<file path="src/rtl/hash_out_mem_writer_pkg.sv">
// Shared types and defaults for the hash output RAM writer.
// FSM encoding and width defaults; HASH_OUT_TAIL_MASK_EN selects tail masking in the writer.
package hash_out_mem_writer_pkg;

  localparam int unsigned IO_WIDTH_DEF      = 32;
  localparam int unsigned MAX_RAM_DEPTH_DEF = 16;

  typedef enum logic [1:0] {
    S_IDLE    = 2'd0,
    S_COLLECT = 2'd1,
    S_FORCE   = 2'd2,
    S_DONE    = 2'd3
  } hash_out_state_e;

  // Address width for a RAM of the given depth; a 1-word RAM still needs one bit.
  function automatic int unsigned addr_width(input int unsigned depth);
    return (depth > 1) ? $clog2(depth) : 1;
  endfunction

endpackage

</file>
<file path="src/rtl/hash_out_tail_mask.sv">
// Clears the bits of the final digest word that lie past the requested length.
// Compiled only when HASH_OUT_TAIL_MASK_EN is defined.
`ifdef HASH_OUT_TAIL_MASK_EN
module hash_out_tail_mask
  import hash_out_mem_writer_pkg::*;
#(
  parameter  int unsigned IO_WIDTH = IO_WIDTH_DEF,
  localparam int unsigned TW       = $clog2(IO_WIDTH) + 1
) (
  input  logic [IO_WIDTH-1:0] i_data,
  input  logic [TW-1:0]       i_tail_bits,
  input  logic                i_last,
  output logic [IO_WIDTH-1:0] o_data_c
);

  logic [IO_WIDTH-1:0] keep_c;

  // Keep the top i_tail_bits bits; digest is presented MSB-first.
  always_comb begin
    keep_c   = ~({IO_WIDTH{1'b1}} >> i_tail_bits);
    o_data_c = i_data;
    if (i_last && (i_tail_bits != '0)) begin
      o_data_c = i_data & keep_c;
    end
  end

endmodule
`endif

</file>
<file path="src/rtl/hash_out_mem_writer.sv">
// Collects digest words from the hash interface and writes them to an output RAM,
// then asks the hash core to stop squeezing. Tail masking under HASH_OUT_TAIL_MASK_EN.
module hash_out_mem_writer
  import hash_out_mem_writer_pkg::*;
#(
  parameter  int unsigned IO_WIDTH      = IO_WIDTH_DEF,
  parameter  int unsigned MAX_RAM_DEPTH = MAX_RAM_DEPTH_DEF,
  localparam int unsigned AW            = addr_width(MAX_RAM_DEPTH)
) (
  input  logic                clk,
  input  logic                rst,
  input  logic                i_start,
  input  logic [IO_WIDTH-1:0] i_output_length,
  input  logic [AW-1:0]       i_base_addr,
  input  logic [IO_WIDTH-1:0] i_data_in,
  input  logic                i_data_in_valid,
  output logic                o_data_in_ready,
  output logic [AW-1:0]       o_addr,
  output logic                o_wr_en,
  output logic [IO_WIDTH-1:0] o_data_out,
  output logic                o_force_done,
  input  logic                i_force_done_ack,
  output logic                o_busy,
  output logic                o_done
);

  localparam logic [IO_WIDTH-1:0] W_VEC     = IO_WIDTH'(IO_WIDTH);
  localparam logic [AW-1:0]       LAST_ADDR = AW'(MAX_RAM_DEPTH - 1);

  hash_out_state_e     state_q, state_d;
  logic [IO_WIDTH-1:0] cnt_q, cnt_d;
  logic [IO_WIDTH-1:0] n_q, n_d;
  logic [AW-1:0]       ptr_q, ptr_d;
  logic [AW-1:0]       addr_q, addr_d;
  logic [IO_WIDTH-1:0] data_q, data_d;
  logic                wr_en_q, wr_en_d;
  logic                force_done_q, force_done_d;
  logic                busy_q, busy_d;
  logic                done_q, done_d;

  logic [IO_WIDTH-1:0] n_start_c;
  logic                last_c;
  logic [IO_WIDTH-1:0] word_c;

  assign n_start_c = (i_output_length / W_VEC) + IO_WIDTH'((i_output_length % W_VEC) != '0);
  assign last_c    = ((cnt_q + IO_WIDTH'(1)) == n_q);

`ifdef HASH_OUT_TAIL_MASK_EN
  localparam int unsigned TW = $clog2(IO_WIDTH) + 1;
  logic [TW-1:0] tail_q, tail_d;

  hash_out_tail_mask #(
    .IO_WIDTH (IO_WIDTH)
  ) u_tail_mask (
    .i_data      (i_data_in),
    .i_tail_bits (tail_q),
    .i_last      (last_c),
    .o_data_c    (word_c)
  );
`else
  assign word_c = i_data_in;
`endif

  // Next-state and registered-output logic.
  always_comb begin
    state_d = state_q;
    cnt_d   = cnt_q;
    n_d     = n_q;
    ptr_d   = ptr_q;
    addr_d  = addr_q;
    data_d  = data_q;
    wr_en_d = 1'b0;
`ifdef HASH_OUT_TAIL_MASK_EN
    tail_d  = tail_q;
`endif

    unique case (state_q)
      S_IDLE: begin
        if (i_start) begin
          n_d     = n_start_c;
          cnt_d   = '0;
          ptr_d   = i_base_addr;
`ifdef HASH_OUT_TAIL_MASK_EN
          tail_d  = TW'(i_output_length % W_VEC);
`endif
          state_d = (n_start_c == '0) ? S_FORCE : S_COLLECT;
        end
      end
      S_COLLECT: begin
        if (i_data_in_valid) begin
          wr_en_d = 1'b1;
          addr_d  = ptr_q;
          data_d  = word_c;
          ptr_d   = (ptr_q == LAST_ADDR) ? '0 : ptr_q + AW'(1);
          cnt_d   = cnt_q + IO_WIDTH'(1);
          if (last_c) begin
            state_d = S_FORCE;
          end
        end
      end
      S_FORCE: begin
        if (i_force_done_ack) begin
          state_d = S_DONE;
        end
      end
      S_DONE: begin
        state_d = S_IDLE;
      end
      default: begin
        state_d = S_IDLE;
      end
    endcase

    force_done_d = (state_d == S_FORCE);
    busy_d       = (state_d == S_COLLECT) || (state_d == S_FORCE);
    done_d       = (state_d == S_DONE);
  end

  always_ff @(posedge clk) begin
    if (rst) begin
      state_q      <= S_IDLE;
      cnt_q        <= '0;
      n_q          <= '0;
      ptr_q        <= '0;
      addr_q       <= '0;
      data_q       <= '0;
      wr_en_q      <= 1'b0;
      force_done_q <= 1'b0;
      busy_q       <= 1'b0;
      done_q       <= 1'b0;
`ifdef HASH_OUT_TAIL_MASK_EN
      tail_q       <= '0;
`endif
    end else begin
      state_q      <= state_d;
      cnt_q        <= cnt_d;
      n_q          <= n_d;
      ptr_q        <= ptr_d;
      addr_q       <= addr_d;
      data_q       <= data_d;
      wr_en_q      <= wr_en_d;
      force_done_q <= force_done_d;
      busy_q       <= busy_d;
      done_q       <= done_d;
`ifdef HASH_OUT_TAIL_MASK_EN
      tail_q       <= tail_d;
`endif
    end
  end

  assign o_data_in_ready = (state_q == S_COLLECT);
  assign o_addr          = addr_q;
  assign o_wr_en         = wr_en_q;
  assign o_data_out      = data_q;
  assign o_force_done    = force_done_q;
  assign o_busy          = busy_q;
  assign o_done          = done_q;

endmodule

</file>
<file path="config.mk">
export PLATFORM = sky130hd
export DESIGN_NAME = hash_out_mem_writer
export DESIGN_NICKNAME = d
export VERILOG_FILES = /design/src/rtl/hash_out_mem_writer_pkg.sv /design/src/rtl/hash_out_tail_mask.sv /design/src/rtl/hash_out_mem_writer.sv
export SDC_FILE = /design/constraint.sdc
export NUM_CORES = 1
export LEC_CHECK = 0
export ABC_CLOCK_PERIOD_IN_PS = 7300
export BUFFER_PORTS_ARGS = -buffer_cell sky130_fd_sc_hd__buf_2
export CAP_MARGIN = 20
export CORE_MARGIN = 2
export CORE_UTILIZATION = 41
export DETAILED_ROUTE_END_ITERATION = 7
export GPL_TIMING_DRIVEN = 0
export MAX_ROUTING_LAYER = met4
export PLACE_DENSITY = 0.63
export SYNTH_ARGS = -nofsm -noshare
export SYNTH_HDL_FRONTEND = slang
export SYNTH_SLANG_ARGS = --single-unit
</file>
<file path="constraint.sdc">
create_clock -name clk -period 7.3 [get_ports clk]
set_clock_uncertainty 0.1 [all_clocks]
set_input_delay 0.73 -clock clk [delete_from_list [all_inputs] [get_ports clk]]
set_output_delay 0.73 -clock clk [all_outputs]
set_load 0.02 [all_outputs]
</file>
==> impl_metrics.yaml <==
outcome:
  outcome: "complete, no violations"
floorplan:
  die_area_sq_um: 16630
  core_area_sq_um: 15260
  initial_core_util: 0.4197
  row_count: 45
  die_h_um: 129.0
  die_w_um: 129.0
  num_io_pins: 114
grt:
  grt_first_pass_wirelength_um: 31880
  antenna_found_initial: 0
  grt_pass1_vias: 5956
  gr-usage-all-layers: 0.2497
  grt-ovfl-total: 0
  grt_max_degree: 22
pwr:
  p_int_uw: 921.2
  power.leakage_nw: 2.730
  power_density_nw_per_um2: 176.9
  power_frac_clock: 0.371
  ir_worst_vdd_mv: 0.1084
  pwr-share-comb: 0.159
  switching_share: 0.3035
  seq_power_share: 0.471
  p_switching_uw: 401.3
route:
  route.detailed.drc: 0
  detail_route.vias_per_cell: 5.577
  vias: 6547
  first_iter_violations: 450
  first_pass_iters: 5
  ant_nets: 0
  drt-total-wl_um: 19730
  wl_per_cell_um: 16.80
logic_synthesis:
  ys_warn_count: 0
  yosys.area.top_type: "dfxtp_1"
  synth_cell_type_count: 67
  synth-edff-count: 0
  netlist_instances: 846
  synth-seq-cells: 106
  synth_top_flop_cell: "dfxtp_1"
  synthArstFlopShare: 0
  yosysSeqAreaShare: 0.3314
  syn_area_sq_um: 6404
  synth_nets: 924
  synth_top_area_share: 0.3314
  synth_area_leaders: "dfxtp_1 (33%), nand2_1 (7.2%), a21oi_1 (6.2%)"
  syn_avg_cell_area_sq_um: 7.569
worst_setup_path:
  endpoint_kind: "flop"
  crit_start: "cnt_q[0]"
  crit_buf_inv: 2
  worst_ep_required_time_ns: 7.49
  crit_chain: "ha_1, buf_2, nand3_1, nor4_2, clkbuf_1, and4_1, o22ai_1, nor4_1, nand4_1, a211oi_2, ha_1, nor2_1"
  worstSetupStartpointType: "flop"
  cp_slowest_cell: "dfxtp_1"
  crit_path_max_fanout: 10
  critPathKind: "flop to flop"
  worstPathArrival_ns: 3.98
  crit_end: "o_busy"
  slowest_delay_ns: 0.47
  r2r_slack_ns: 3.51
  timing.rr.end: "o_busy"
  crit_family: "simple AND/OR/NAND/NOR gates"
  timing.rr.start: "cnt_q[0]"
  reg2reg_depth: 12
  critical_path_depth: 12
  critPathMostFrequentCell: "ha_1"
timing:
  relSlewSlack: 0.3418
  worst_pin_slew_ns: 0.9837
  setup_viol: 0
  fin_crit_ns: 3.786
  fin_crit_sh: 0.5186
  slew_viol_final: 0
  fmax_mhz: 264.1
  tns_ns: 0
  rsz0062_at_grt: "false"
  final_hold_viol_count: 0
  worst_hold_slack_ns: 0.3526
finish:
  drive_gt1_frac: 0.1755
  final_nets: 1036
  layout_common_cells: "buf_2 (126), nand2_1 (122), dfxtp_1 (106)"
  fillers: 1609
  final_cells: 1174
  diodes: 0
  layout.cells.most_common: "buf_2"
  fin_util: 0.4900
  syn_to_final_growth_pct: 16.74
placed_design:
  gp_congestion: 0.9275
  dp_hpwl_um: 14750
  numPortBuffers: 101
  dp.cells: 1158
hold_path:
  worstHoldPathType: "flop to flop"
clock_network:
  cts_max_path_buffers: 2
  insertion_delay_ns: 0.36
  numClockSinks: 106
  cts_tree: "done"
  cts_max_level: 3
  cts_buffers: 9
  post_cts_buffers: 0
  ctsResizeCount: 0
  clock-root-buffer: "clkbuf_16"
  ctsHoldBuffers: 0
  clk_pin_slew_ns: 0.08
job:
  max-cap-violations: 0
## cell type report
| class | instances | area (sq um) | share of cell area |
|---|---|---|---|
| inverter | 9 | 33.78 | 0.004519 |
| tap | 211 | 264.0 | 0.03531 |
| timing repair buffer | 101 | 505.5 | 0.06762 |
| buffer | 69 | 299.0 | 0.04000 |
| multi-input combinational | 662 | 3949 | 0.5282 |
| clock inverter | 7 | 77.57 | 0.01038 |
| sequential | 106 | 2122 | 0.2839 |
| clock buffer | 9 | 225.2 | 0.03013 |
## per-stage QoR
stage	worst slack [ns]	cell area (sq um)	power, mW
final	3.514	7476	1.323
after CTS	3.563	7476	1.330
after floorplan	4.026	6404	0.7657
after global routing	3.217	7476	1.379
after global placement	3.482	7173	0.8429
after detailed placement	3.482	7173	0.8439
## logic make-up (layout without fill, tap and decap cells)
group           count (synthesis)  after routing  synth area share
simple gates                  393            393            0.3183
compound gates                199            199            0.1983
flops                         106            106            0.3314
buf+inv                        78            195           0.05197
xor+xnor                       61             61           0.08343
fa+ha+maj                       5              5          0.009769
mux                             4              4          0.006838
## power by group through the flow
| stage | Clock, mW | Combinational [mW] | Sequential, mW |
|---|---|---|---|
| 2_1_floorplan | 0 | 0.126 | 0.640 |
| 3_3_place_gp | 0 | 0.208 | 0.635 |
| 3_5_place_dp | 0 | 0.208 | 0.636 |
| 4_1_cts | 0.499 | 0.209 | 0.622 |
| 5_1_grt | 0.521 | 0.233 | 0.626 |
| 6_report | 0.490 | 0.210 | 0.622 |
## per-layer routing
| metal | global-route usage | part of all wire | vias to the layer above |
|---|---|---|---|
| li1 | - | - | 3282 |
| met1 | 0.3420 | 0.47 | 3023 |
| met2 | 0.3803 | 0.46 | 213 |
| met3 | 0.02827 | 0.052 | 29 |
| met4 | 0.09079 | 0.024 | 0 |
| met5 | - | 0 | - |
## worst min path at each step
stage	start	to	slack [ns]	cells past startpoint
finish	o_data_out[23]	o_data_out[23]	0.35	2
global route	o_data_out[23]	o_data_out[23]	0.37	2
CTS	o_addr[0]	o_addr[0]	0.35	2
detailed placement	o_addr[0]	o_addr[0]	0.34	2
global placement	o_data_out[28]	o_data_out[28]	0.34	2
floorplan	n_q[0]	n_q[0]	0.35	2
## cell usage after synthesis (all sizes together) (10+ instances only)
| master | n |
|---|---|
| nand2 | 122 |
| dfxtp | 106 |
| nor2 | 91 |
| a21oi | 79 |
| clkbuf | 40 |
| o21ai | 35 |
| nand3 | 33 |
| xnor2 | 33 |
| buf | 29 |
| xor2 | 28 |
| a211oi | 26 |
| nand4 | 26 |
| nor3 | 23 |
| nor4 | 19 |
| or3 | 13 |
| and4 | 12 |
| a311oi | 10 |
## flip-flops by register name (all words and copies together), names as in the netlist
signal	flops
o_addr	4
o_busy	1
o_done	1
ptr_q	4
state_q	2
o_data_out	32
cnt_q	32
o_force_done	1
n_q	28
o_wr_en	1
## tightest hold or removal path: stages (launching register included)
cell and delay (ns):
dfxtp_1 0.31, nand2_1 0.05, a21oi_1 0.05
(Power assumes the default switching activity.)
